===== config.mk =====
export PLATFORM = sky130hd
export DESIGN_NAME = text_edit_ctrl_flat
export DESIGN_NICKNAME = d
export VERILOG_FILES = /design/src/rtl/text_edit_if.sv /design/src/rtl/text_edit_ctrl.sv /design/src/flat_wrapper.sv
export SDC_FILE = /design/constraint.sdc
export NUM_CORES = 1
export LEC_CHECK = 0
export CORE_UTILIZATION = 52
export CTS_CLUSTER_DIAMETER = 120
export DETAILED_ROUTE_END_ITERATION = 10
export GPL_TIMING_DRIVEN = 0
export PLACE_DENSITY = 0.76
export SKIP_CTS_REPAIR_TIMING = 1
export SLEW_MARGIN = 20
export SYNTH_ARGS = -nofsm -noshare
export SYNTH_HDL_FRONTEND = slang
export SYNTH_SLANG_ARGS = --single-unit
export TNS_END_PERCENT = 5

===== constraint.sdc =====
create_clock -name i_clk -period 11.5 [get_ports i_clk]
set_input_delay 1.725 -clock i_clk [delete_from_list [all_inputs] [get_ports i_clk]]
set_output_delay 1.725 -clock i_clk [all_outputs]
set_load 0.01 [all_outputs]

===== src/rtl/text_edit_if.sv =====
// Key command handshake, VGA fetch port and character RAM port of the text edit controller.
// The master side is the controller; the slave side is its surroundings (keyboard, VGA, RAM).
interface text_edit_if;
    logic       key_valid;
    logic       key_ready;
    logic [1:0] key_code;
    logic [7:0] key_ascii;
    logic [6:0] rd_h;
    logic [4:0] rd_v;
    logic [7:0] rd_data;
    logic [11:0] mem_addr;
    logic [7:0] mem_wdata;
    logic       mem_we;
    logic [7:0] mem_rdata;
    logic [6:0] cur_h;
    logic [4:0] cur_v;
    logic [4:0] line_offset;

    modport master (
        input  key_valid, key_code, key_ascii, rd_h, rd_v, mem_rdata,
        output key_ready, rd_data, mem_addr, mem_wdata, mem_we, cur_h, cur_v, line_offset
    );

    modport slave (
        output key_valid, key_code, key_ascii, rd_h, rd_v, mem_rdata,
        input  key_ready, rd_data, mem_addr, mem_wdata, mem_we, cur_h, cur_v, line_offset
    );
endinterface


===== src/rtl/text_edit_ctrl.sv =====
// Character buffer scheduler: even slots serve VGA reads (rd_data 2 cycles later), odd slots edit writes.
// Commands are held off (key_ready low) from capture until the write and any row/screen sweep finish.
module text_edit_ctrl #(
    parameter int COLS     = 70,
    parameter int ROWS     = 30,
    parameter int BUF_ROWS = 32
) (
    input  logic        i_clk,
    input  logic        i_reset,
    text_edit_if.master io_bus
);
    localparam logic [1:0] K_CHAR  = 2'b00;
    localparam logic [1:0] K_BS    = 2'b01;
    localparam logic [1:0] K_ENTER = 2'b10;
    localparam logic [1:0] K_CLEAR = 2'b11;
    localparam logic [6:0] LAST_COL = 7'(COLS - 1);
    localparam logic [4:0] LAST_ROW = 5'(ROWS - 1);
    localparam logic [4:0] LAST_BUF = 5'(BUF_ROWS - 1);

    typedef enum logic [2:0] {S_IDLE, S_EXEC, S_WRITE, S_CLR_ROW, S_CLR_ALL} state_t;

    state_t      r_state, w_next;
    logic        r_phase;
    logic [6:0]  r_cur_h;
    logic [4:0]  r_cur_v;
    logic [4:0]  r_off;
    logic [7:0]  r_rd_data;
    logic [6:0]  r_le [BUF_ROWS];
    logic [1:0]  r_cmd_code;
    logic [7:0]  r_cmd_ascii;
    logic [11:0] r_wr_addr;
    logic [7:0]  r_wr_dat;
    logic        r_scroll;
    logic [6:0]  r_sw_col;
    logic [4:0]  r_sw_row;

    logic        w_accept;
    logic [4:0]  w_row, w_prev, w_rd_row;
    logic [6:0]  w_prev_le;
    logic        w_exec_nl, w_exec_scroll, w_exec_write, w_sweep_done;

    assign w_accept  = io_bus.key_valid && (r_state == S_IDLE);
    assign w_row     = r_cur_v + r_off;
    assign w_prev    = w_row - 5'd1;
    assign w_prev_le = r_le[w_prev];
    assign w_rd_row  = io_bus.rd_v + r_off;

    assign w_exec_nl     = (r_cmd_code == K_ENTER) || ((r_cmd_code == K_CHAR) && (r_cur_h == LAST_COL));
    assign w_exec_scroll = w_exec_nl && (r_cur_v == LAST_ROW);
    assign w_exec_write  = (r_cmd_code == K_CHAR) ||
                           ((r_cmd_code == K_BS) &&
                            ((r_cur_h != 7'd0) || ((r_cur_v != 5'd0) && (w_prev_le == 7'(COLS)))));
    assign w_sweep_done  = r_phase && (r_sw_col == LAST_COL) &&
                           ((r_state == S_CLR_ROW) || (r_sw_row == LAST_BUF));

    always_ff @(posedge i_clk or posedge i_reset) begin
        if (i_reset) r_state <= S_CLR_ALL;
        else         r_state <= w_next;
    end

    always_comb begin
        w_next = r_state;
        case (r_state)
            S_IDLE:    if (w_accept) w_next = S_EXEC;
            S_EXEC: begin
                if (r_cmd_code == K_CLEAR) w_next = S_CLR_ALL;
                else if (w_exec_write)     w_next = S_WRITE;
                else if (w_exec_scroll)    w_next = S_CLR_ROW;
                else                       w_next = S_IDLE;
            end
            S_WRITE:   if (r_phase) w_next = r_scroll ? S_CLR_ROW : S_IDLE;
            S_CLR_ROW,
            S_CLR_ALL: if (w_sweep_done) w_next = S_IDLE;
            default:   w_next = S_CLR_ALL;
        endcase
    end

    // Even slots always present the VGA address, so reads never see edit state.
    always_comb begin
        io_bus.key_ready = (r_state == S_IDLE);
        io_bus.mem_addr  = {io_bus.rd_h, w_rd_row};
        io_bus.mem_wdata = 8'h00;
        io_bus.mem_we    = 1'b0;
        if (r_phase) begin
            case (r_state)
                S_WRITE: begin
                    io_bus.mem_addr  = r_wr_addr;
                    io_bus.mem_wdata = r_wr_dat;
                    io_bus.mem_we    = 1'b1;
                end
                S_CLR_ROW, S_CLR_ALL: begin
                    io_bus.mem_addr = {r_sw_col, r_sw_row};
                    io_bus.mem_we   = 1'b1;
                end
                default: ;
            endcase
        end
    end

    assign io_bus.rd_data     = r_rd_data;
    assign io_bus.cur_h       = r_cur_h;
    assign io_bus.cur_v       = r_cur_v;
    assign io_bus.line_offset = r_off;

    always_ff @(posedge i_clk or posedge i_reset) begin
        if (i_reset) begin
            r_phase     <= 1'b0;
            r_cur_h     <= 7'd0;
            r_cur_v     <= 5'd0;
            r_off       <= 5'd0;
            r_rd_data   <= 8'h00;
            r_cmd_code  <= 2'b00;
            r_cmd_ascii <= 8'h00;
            r_wr_addr   <= 12'd0;
            r_wr_dat    <= 8'h00;
            r_scroll    <= 1'b0;
            r_sw_col    <= 7'd0;
            r_sw_row    <= 5'd0;
            for (int i = 0; i < BUF_ROWS; i++) r_le[i] <= 7'd0;
        end else begin
            r_phase <= ~r_phase;
            if (r_phase) r_rd_data <= io_bus.mem_rdata;
            if (w_accept) begin
                r_cmd_code  <= io_bus.key_code;
                r_cmd_ascii <= io_bus.key_ascii;
            end
            case (r_state)
                S_EXEC: begin
                    r_scroll <= w_exec_scroll;
                    r_wr_dat <= 8'h00;
                    case (r_cmd_code)
                        K_CHAR: begin
                            r_wr_addr <= {r_cur_h, w_row};
                            r_wr_dat  <= r_cmd_ascii;
                            if (r_cur_h == LAST_COL) r_le[w_row] <= 7'(COLS);
                            else                     r_cur_h <= r_cur_h + 7'd1;
                        end
                        K_ENTER: r_le[w_row] <= r_cur_h;
                        K_BS: begin
                            if (r_cur_h != 7'd0) begin
                                r_cur_h   <= r_cur_h - 7'd1;
                                r_wr_addr <= {r_cur_h - 7'd1, w_row};
                            end else if (r_cur_v != 5'd0) begin
                                // A full previous row keeps the cursor on the last column and erases it.
                                r_cur_v   <= r_cur_v - 5'd1;
                                r_cur_h   <= (w_prev_le > LAST_COL) ? LAST_COL : w_prev_le;
                                r_wr_addr <= {LAST_COL, w_prev};
                            end
                        end
                        default: begin
                            r_cur_h  <= 7'd0;
                            r_cur_v  <= 5'd0;
                            r_off    <= 5'd0;
                            r_sw_col <= 7'd0;
                            r_sw_row <= 5'd0;
                        end
                    endcase
                    if (w_exec_nl) begin
                        r_cur_h <= 7'd0;
                        if (r_cur_v != LAST_ROW) begin
                            r_cur_v <= r_cur_v + 5'd1;
                        end else begin
                            // New bottom row is (off+1)+(ROWS-1), modulo the 5-bit row index.
                            r_off    <= r_off + 5'd1;
                            r_sw_row <= r_off + 5'(ROWS);
                            r_sw_col <= 7'd0;
                        end
                    end
                end
                S_CLR_ROW, S_CLR_ALL: begin
                    if (r_phase) begin
                        if (r_sw_col == LAST_COL) begin
                            r_sw_col <= 7'd0;
                            if (r_state == S_CLR_ALL) r_sw_row <= r_sw_row + 5'd1;
                        end else begin
                            r_sw_col <= r_sw_col + 7'd1;
                        end
                    end
                end
                default: ;
            endcase
            if ((r_state == S_CLR_ROW) && w_sweep_done) r_le[r_sw_row] <= 7'd0;
            if (r_state == S_CLR_ALL) begin
                for (int i = 0; i < BUF_ROWS; i++) r_le[i] <= 7'd0;
            end
        end
    end
endmodule

===== src/flat_wrapper.sv =====
// flat-port wrapper written by rule: the top's interface ports become plain ports
module text_edit_ctrl_flat 
#(
    parameter int COLS     = 70,
    parameter int ROWS     = 30,
    parameter int BUF_ROWS = 32
)
  (i_clk, i_reset, io_bus_key_valid, io_bus_key_code, io_bus_key_ascii, io_bus_rd_h, io_bus_rd_v, io_bus_mem_rdata, io_bus_key_ready, io_bus_rd_data, io_bus_mem_addr, io_bus_mem_wdata, io_bus_mem_we, io_bus_cur_h, io_bus_cur_v, io_bus_line_offset);
  text_edit_if io_bus_i ();
  input  logic i_clk;
  input  logic i_reset;
  input wire logic [$bits(io_bus_i.key_valid)-1:0] io_bus_key_valid;
  input wire logic [$bits(io_bus_i.key_code)-1:0] io_bus_key_code;
  input wire logic [$bits(io_bus_i.key_ascii)-1:0] io_bus_key_ascii;
  input wire logic [$bits(io_bus_i.rd_h)-1:0] io_bus_rd_h;
  input wire logic [$bits(io_bus_i.rd_v)-1:0] io_bus_rd_v;
  input wire logic [$bits(io_bus_i.mem_rdata)-1:0] io_bus_mem_rdata;
  output wire logic [$bits(io_bus_i.key_ready)-1:0] io_bus_key_ready;
  output wire logic [$bits(io_bus_i.rd_data)-1:0] io_bus_rd_data;
  output wire logic [$bits(io_bus_i.mem_addr)-1:0] io_bus_mem_addr;
  output wire logic [$bits(io_bus_i.mem_wdata)-1:0] io_bus_mem_wdata;
  output wire logic [$bits(io_bus_i.mem_we)-1:0] io_bus_mem_we;
  output wire logic [$bits(io_bus_i.cur_h)-1:0] io_bus_cur_h;
  output wire logic [$bits(io_bus_i.cur_v)-1:0] io_bus_cur_v;
  output wire logic [$bits(io_bus_i.line_offset)-1:0] io_bus_line_offset;
  assign io_bus_i.key_valid = io_bus_key_valid;
  assign io_bus_i.key_code = io_bus_key_code;
  assign io_bus_i.key_ascii = io_bus_key_ascii;
  assign io_bus_i.rd_h = io_bus_rd_h;
  assign io_bus_i.rd_v = io_bus_rd_v;
  assign io_bus_i.mem_rdata = io_bus_mem_rdata;
  assign io_bus_key_ready = io_bus_i.key_ready;
  assign io_bus_rd_data = io_bus_i.rd_data;
  assign io_bus_mem_addr = io_bus_i.mem_addr;
  assign io_bus_mem_wdata = io_bus_i.mem_wdata;
  assign io_bus_mem_we = io_bus_i.mem_we;
  assign io_bus_cur_h = io_bus_i.cur_h;
  assign io_bus_cur_v = io_bus_i.cur_v;
  assign io_bus_line_offset = io_bus_i.line_offset;
  text_edit_ctrl #(.COLS(COLS), .ROWS(ROWS), .BUF_ROWS(BUF_ROWS)) u_core (.i_clk(i_clk), .i_reset(i_reset), .io_bus(io_bus_i));
endmodule

Word-level counts from Yosys, hierarchy flattened
Cells that the tools add are included.
{"block": "op_classes", "bitwise": 9, "n_lt_le_gt_ge": 6, "reduce_logical": 29, "n_mux": 58, "n_eq_ne": 23, "addsub": 11}
{"cell": "$mux 224", "n": 4}
{"cell": "$pmux 224 s2", "n": 1}
{"cell": "$and 224x224->224", "n": 1}
{"cell": "$bwmux 224", "n": 1}
{"cell": "$not 224->224", "n": 1}
{"cell": "$and 128x128->128", "n": 1}
{"cell": "$not 128->128", "n": 1}
{"cell": "$mux 7", "n": 14}
{"cell": "$or 96x96->96", "n": 1}
{"cell": "$demux 7 s5", "n": 2}
{"cell": "$mux 5", "n": 13}
{"cell": "$pmux 12 s2", "n": 2}
{"cell": "$mux 12", "n": 3}
{"cell": "$bmux 7 s5", "n": 1}
{"cell": "$mux 8", "n": 3}
{"cell": "$eq 7x7->1 const B", "n": 3}
{"cell": "$pmux 7 s3", "n": 1}
{"cell": "$pmux 5 s2", "n": 2}
{"cell": "$ge 6x6->1 const B", "n": 3}
{"cell": "$not 5->6", "n": 3}
{"cell": "$add 5x1->5 const B", "n": 3}
{"cell": "$mux 3", "n": 5}
{"cell": "$add 7x1->7 const B", "n": 2}
{"cell": "$ne 2x1->1 const B", "n": 7}
{"cell": "33 further kinds", "n": 58}
{"block": "word_totals", "wordCells": 181, "reg_bits": 296}

Depth between registers and ports, before layout
{"block": "depth", "depth_word": 14, "mapped_depth": 17}

Worst setup path before layout
Ideal clock, no wire load.
{"block": "synth_path", "kind": "input to output", "from": "in io_bus_rd_v[0]", "to": "out io_bus_mem_addr[4]", "required_time_ns": 9.775, "arrival_time_ns": 2.906, "n_path_buf": 0, "slack_ns": 6.869, "cell_stages": 8, "path_cell_list": "ha_1 inv_1 fa_1 inv_1 a21o_1 a21oi_1 xnor2_1 o21ai_0"}
{"block": "synth_via", "elab_chain_cells": 3}
{"item": "start: declaration", "line": "flat_wrapper.sv:16", "rtl": "input wire logic [$bits(io_bus_i.rd_v)-1:0] io_bus_rd_v;"}
{"item": "$add 5x5->5 *", "line": "text_edit_ctrl.sv:46", "rtl": "assign w_rd_row = io_bus.rd_v + r_off;"}
{"item": "$pmux 12 s2", "line": "text_edit_ctrl.sv:85", "rtl": "case (r_state)"}
{"item": "$mux 12 *", "line": "text_edit_ctrl.sv:84", "rtl": "if (r_phase) begin"}
{"item": "end: declaration", "line": "flat_wrapper.sv:20", "rtl": "output wire logic [$bits(io_bus_i.mem_addr)-1:0] io_bus_mem_addr;"}
Mark *: on every way between the ends. The rest lies on a longest branch, timed or not.

Final worst setup path
{"block": "layout_path", "from": "reg u_core.r_off[0], in the netlist u_core.io_bus.line_offset[0]", "to": "reg u_core.r_state[1]"}
{"block": "layout_via", "elab_chain_cells": 14}
{"item": "start: declaration", "line": "text_edit_ctrl.sv:26", "rtl": "logic [4:0] r_off;"}
{"item": "start signal: assignment", "line": "text_edit_ctrl.sv:164", "rtl": "r_off <= r_off + 5'd1;"}
{"item": "$add 5x5->5", "line": "text_edit_ctrl.sv:43", "rtl": "assign w_row = r_cur_v + r_off;"}
{"item": "$sub 5x1->5", "line": "text_edit_ctrl.sv:44", "rtl": "assign w_prev = w_row - 5'd1;"}
{"item": "$not 5->6 (implied by the code)", "line": "text_edit_ctrl.sv:45", "rtl": "assign w_prev_le = r_le[w_prev];"}
{"item": "$bmux 7 s5", "line": "text_edit_ctrl.sv:45"}
{"item": "$mux 7 (implied by the code) (2 in series)", "line": "text_edit_ctrl.sv:45"}
{"item": "$eq 7x7->1", "line": "text_edit_ctrl.sv:52", "rtl": "((r_cur_h != 7'd0) || ((r_cur_v != 5'd0) && (w_prev_le == 7'(COLS)))));"}
{"item": "$logic_and 1x1->1", "line": "text_edit_ctrl.sv:52"}
{"item": "$logic_or 1x1->1", "line": "text_edit_ctrl.sv:52"}
{"item": "$logic_and 1x1->1", "line": "text_edit_ctrl.sv:51", "rtl": "((r_cmd_code == K_BS) &&"}
{"item": "$logic_or 1x1->1", "line": "text_edit_ctrl.sv:50", "rtl": "assign w_exec_write = (r_cmd_code == K_CHAR) ||"}
{"item": "$mux 3", "line": "text_edit_ctrl.sv:67", "rtl": "else if (w_exec_write) w_next = S_WRITE;"}
{"item": "$mux 3", "line": "text_edit_ctrl.sv:66", "rtl": "if (r_cmd_code == K_CLEAR) w_next = S_CLR_ALL;"}
{"item": "$pmux 3 s4", "line": "text_edit_ctrl.sv:63", "rtl": "case (r_state)"}
{"item": "end signal: assignment", "line": "text_edit_ctrl.sv:58", "rtl": "else r_state <= w_next;"}
{"item": "end: declaration", "line": "text_edit_ctrl.sv:22", "rtl": "state_t r_state, w_next;"}
Every way passes these cells. The select of a mux whose other input is x is not followed.
A chain may end at the register's enable or synchronous reset.

==> impl_results.md <==
* Run status: finished clean
* Iteration-0 DRC Markers at 2497
* Synth area leader: dfrtp_1
* Post-DP HPWL at 44270 um
* CTS clk-pin slew, worst paths at 0.06 ns
* Final Hold Fails at 0
* Mean post-synth cell area at 9.474 um2
* Gpl congestion at 1.001
* Die X at 182.3 um
* Fin Setup TNS at 0 ns
* DR vias at 16495
* Global-route met3 utilization at 0.1074
* Peak Freq at 175.6 MHz
* Number of flops mapped to enable cells by yosys at 0
* Nature of the critical path endpoint: flop
* Critical path class: flop to flop
* Initial core utilization at 0.5318
* Maximum buffer depth of the clock tree at 3
* Max Slew Vio Count at 0
* Crit path max fanout at 10
* Post-synth ARST share at 1.000
* Total gr overflow at 0
* Initial antenna violation count at 0
* Die ar. at 33250 um2
* Worst EP required at 11.91 ns
* Register area at 7408 um2
* Final nets at 1966
* Non-filler instance count after layout at 2364
* GRT Max-Usage Layer: met2
* Worst reg2reg startpoint: u_core.io_bus.line_offset[0]
* Area post-placement at 18310 um2
* Commonest non-fill, non-tap cell in the layout: dfrtp_1
* Fillers at 2625
* Max rail drop VDD at 0.07864 mV
* Worst Skew at 0.02811 ns
* Reg-to-reg setup timing slack at 5.80 ns
* Post-synthesis sequential area ratio at 0.4381
* CTS Sinks at 296
* Layout cells sized above 1 at 0.1068
* Die H at 182.3 um
* Tot GR Track Use at 0.3850
* Final setup viols at 0
* First-pass GRT wire length at 96010 um
* Placement row count at 65
* Power Density at 114.7 nW/um2
* Most area-consuming cells after synthesis: dfrtp_1, mux4_2, a21oi_1
* Commonest cells after routing, fill and taps aside: dfrtp_1, a21oi_1, nor2_1, nand2_1, o21ai_0
* Max cap viols at 0
* Num CTS Buffers at 35
* Area of the multi-input gates at 8885 um2
* Ys Warns at 0
* Core area at 31800 um2
* Port Buffer Count at 79
* Pleak at 0.008021 uW
* Final WL at 63180 um
* Hold Path Class: flop to flop
* RSZ-0062 raised after global routing: no
* Final critical-path share of the clock period at 0.4953
* Area delta synth->final at 15.20%
* Post-route ant nets at 0
* Routed WL per cell at 26.73 um
* M1 GR Usage at 0.4905
* Worst reg2reg path endpoint: u_core.r_state[1]
* Number of placed cells counting well taps at 2301
* Worst Setup SP: u_core.io_bus.line_offset[0]
* Rel. slew slack at 0.1883
* Root buf cell: clkbuf_16
* CP arrival at 6.11 ns
* Yosys top cell area share at 0.4365
* Post-Synthesis Cells at 1785
* CP endpoint: u_core.r_state[1]
* Clock Latency Late Sink at 0.54 ns
* Met2 usage at 0.5787
* CTS tree: done
* Mapped cell area at 16910 um2
* H-tree depth at 2
* Vias in the first global route at 15890
* Seq cells post-synth at 296
* Worst R2R Path Depth at 11
* Tmin final at 5.696 ns
* DRC Markers at 0
* Final Cell Area at 19480 um2
* Ys flop type: dfrtp_1
* Worst-margin pin slew at 1.213 ns
* Post-Syn Nets at 1848
* Synth unique cells at 63
* Via-per-instance ratio at 6.978
* I/O pin total at 80
* Ant. Diodes at 0
* Startpoint Class: flop
* Pin count of the biggest net entering global routing at 104
* First-pass detailed-route iteration total at 6
worst min path at each step:
stage                          to          startpoint  slack (ns)  depth (start not counted)
3_5_place_dp   u_core.r_wr_dat[4]  u_core.r_wr_dat[4]        0.45                          2
6_report       u_core.r_wr_dat[4]  u_core.r_wr_dat[4]        0.46                          2
2_1_floorplan  u_core.r_wr_dat[0]  u_core.r_wr_dat[0]        0.43                          2
4_1_cts        u_core.r_wr_dat[4]  u_core.r_wr_dat[4]        0.46                          2
5_1_grt        u_core.r_wr_dat[6]  u_core.r_wr_dat[6]        0.48                          2
3_3_place_gp   u_core.r_wr_dat[2]  u_core.r_wr_dat[2]        0.44                          2
stage by stage:
step / total power [uW] / hold WS, ns / setup WS (ns) / util
2_1_floorplan: 1082 / 0.4304 / 1.601 / -
3_3_place_gp: 1102 / 0.4438 / -2.090 / 0.5738
3_5_place_dp: 1105 / 0.4475 / 5.901 / 0.5758
4_1_cts: 2235 / 0.4613 / 5.898 / 0.6126
5_1_grt: 2282 / 0.4820 / 5.814 / 0.6127
6_report: 2235 / 0.4588 / 5.804 / 0.6127
final cells by class:
class / count / area share
Inverter: 32 / 0.006551
Clock buffer: 45 / 0.04900
Clock inverter: 18 / 0.01111
Buffer: 124 / 0.02569
Multi-Input combinational cell: 1333 / 0.4560
Sequential cell: 296 / 0.3803
Timing Repair Buffer: 81 / 0.04341
Tap cell: 435 / 0.02794
logic make-up (layout without fill, tap and decap cells):
| kind of cell | count (synthesis) | after routing | synth area share |
|---|---|---|---|
| compound gates | 641 | 641 | 0.2324 |
| simple gates | 515 | 515 | 0.1361 |
| flops | 296 | 296 | 0.4381 |
| buf+inv | 156 | 300 | 0.03655 |
| mux | 125 | 125 | 0.1173 |
| fa+ha+maj | 30 | 30 | 0.02308 |
| xor+xnor | 22 | 22 | 0.01642 |
power breakdown:
| group | total, uW | internal, uW | switching, uW |
|---|---|---|---|
| clock | 1150 | 682 | 470 |
| sequential | 1040 | 1040 | 0.635 |
| combinational | 40.6 | 15.8 | 24.8 |
cell usage after synthesis, types with 6 or more instances:
cell	n
o221a_2	28
o31ai_1	8
buf_2	8
a21o_1	6
nand3_1	24
nand2_2	7
o21ai_1	32
a32oi_1	6
or3_1	7
nand2_1	169
a22oi_1	64
and3_1	17
and2_1	31
dfrtp_1	295
nor2_1	169
a222oi_1	7
nor3_1	59
mux2_2	26
mux2i_1	43
a211oi_1	23
inv_1	31
xor2_1	6
o21ai_0	168
a31oi_1	9
ha_1	28
xnor2_1	10
a22o_1	8
mux4_2	56
clkbuf_1	108
o22ai_1	87
a21oi_1	173
sequential cells by signal, indices dropped and copies added, names as in the netlist:
name                       cells
u_core.r_sw_col                7
u_core.io_bus.cur_h            7
u_core.r_phase                 1
u_core.io_bus.rd_data          8
u_core.r_cmd_code              2
u_core.r_scroll                1
u_core.r_cmd_ascii             8
u_core.r_state                 3
u_core.r_wr_dat                8
u_core.io_bus.cur_v            5
u_core.r_le                  224
u_core.io_bus.line_offset      5
u_core.r_wr_addr              12
u_core.r_sw_row                5
worst max-delay path: stages (launching register included):
cell      delay (ns)
dfrtp_1         0.52
ha_1            0.29
fa_1            0.58
ha_1            0.39
clkbuf_1        0.79
clkbuf_1        0.92
mux4_2          0.50
mux2i_1         0.32
mux2i_1         0.13
mux2i_1         0.48
nand3_1         0.24
o31ai_1         0.38
metal layers:
layer,part of all wire,wire (um),vias to the layer above
met5,0,0,-
met4,0.073,4641,0
met3,0.13,8106,308
met2,0.43,27380,1319
met1,0.36,23050,7975
li1,-,-,6893
(Power assumes the default switching activity.)
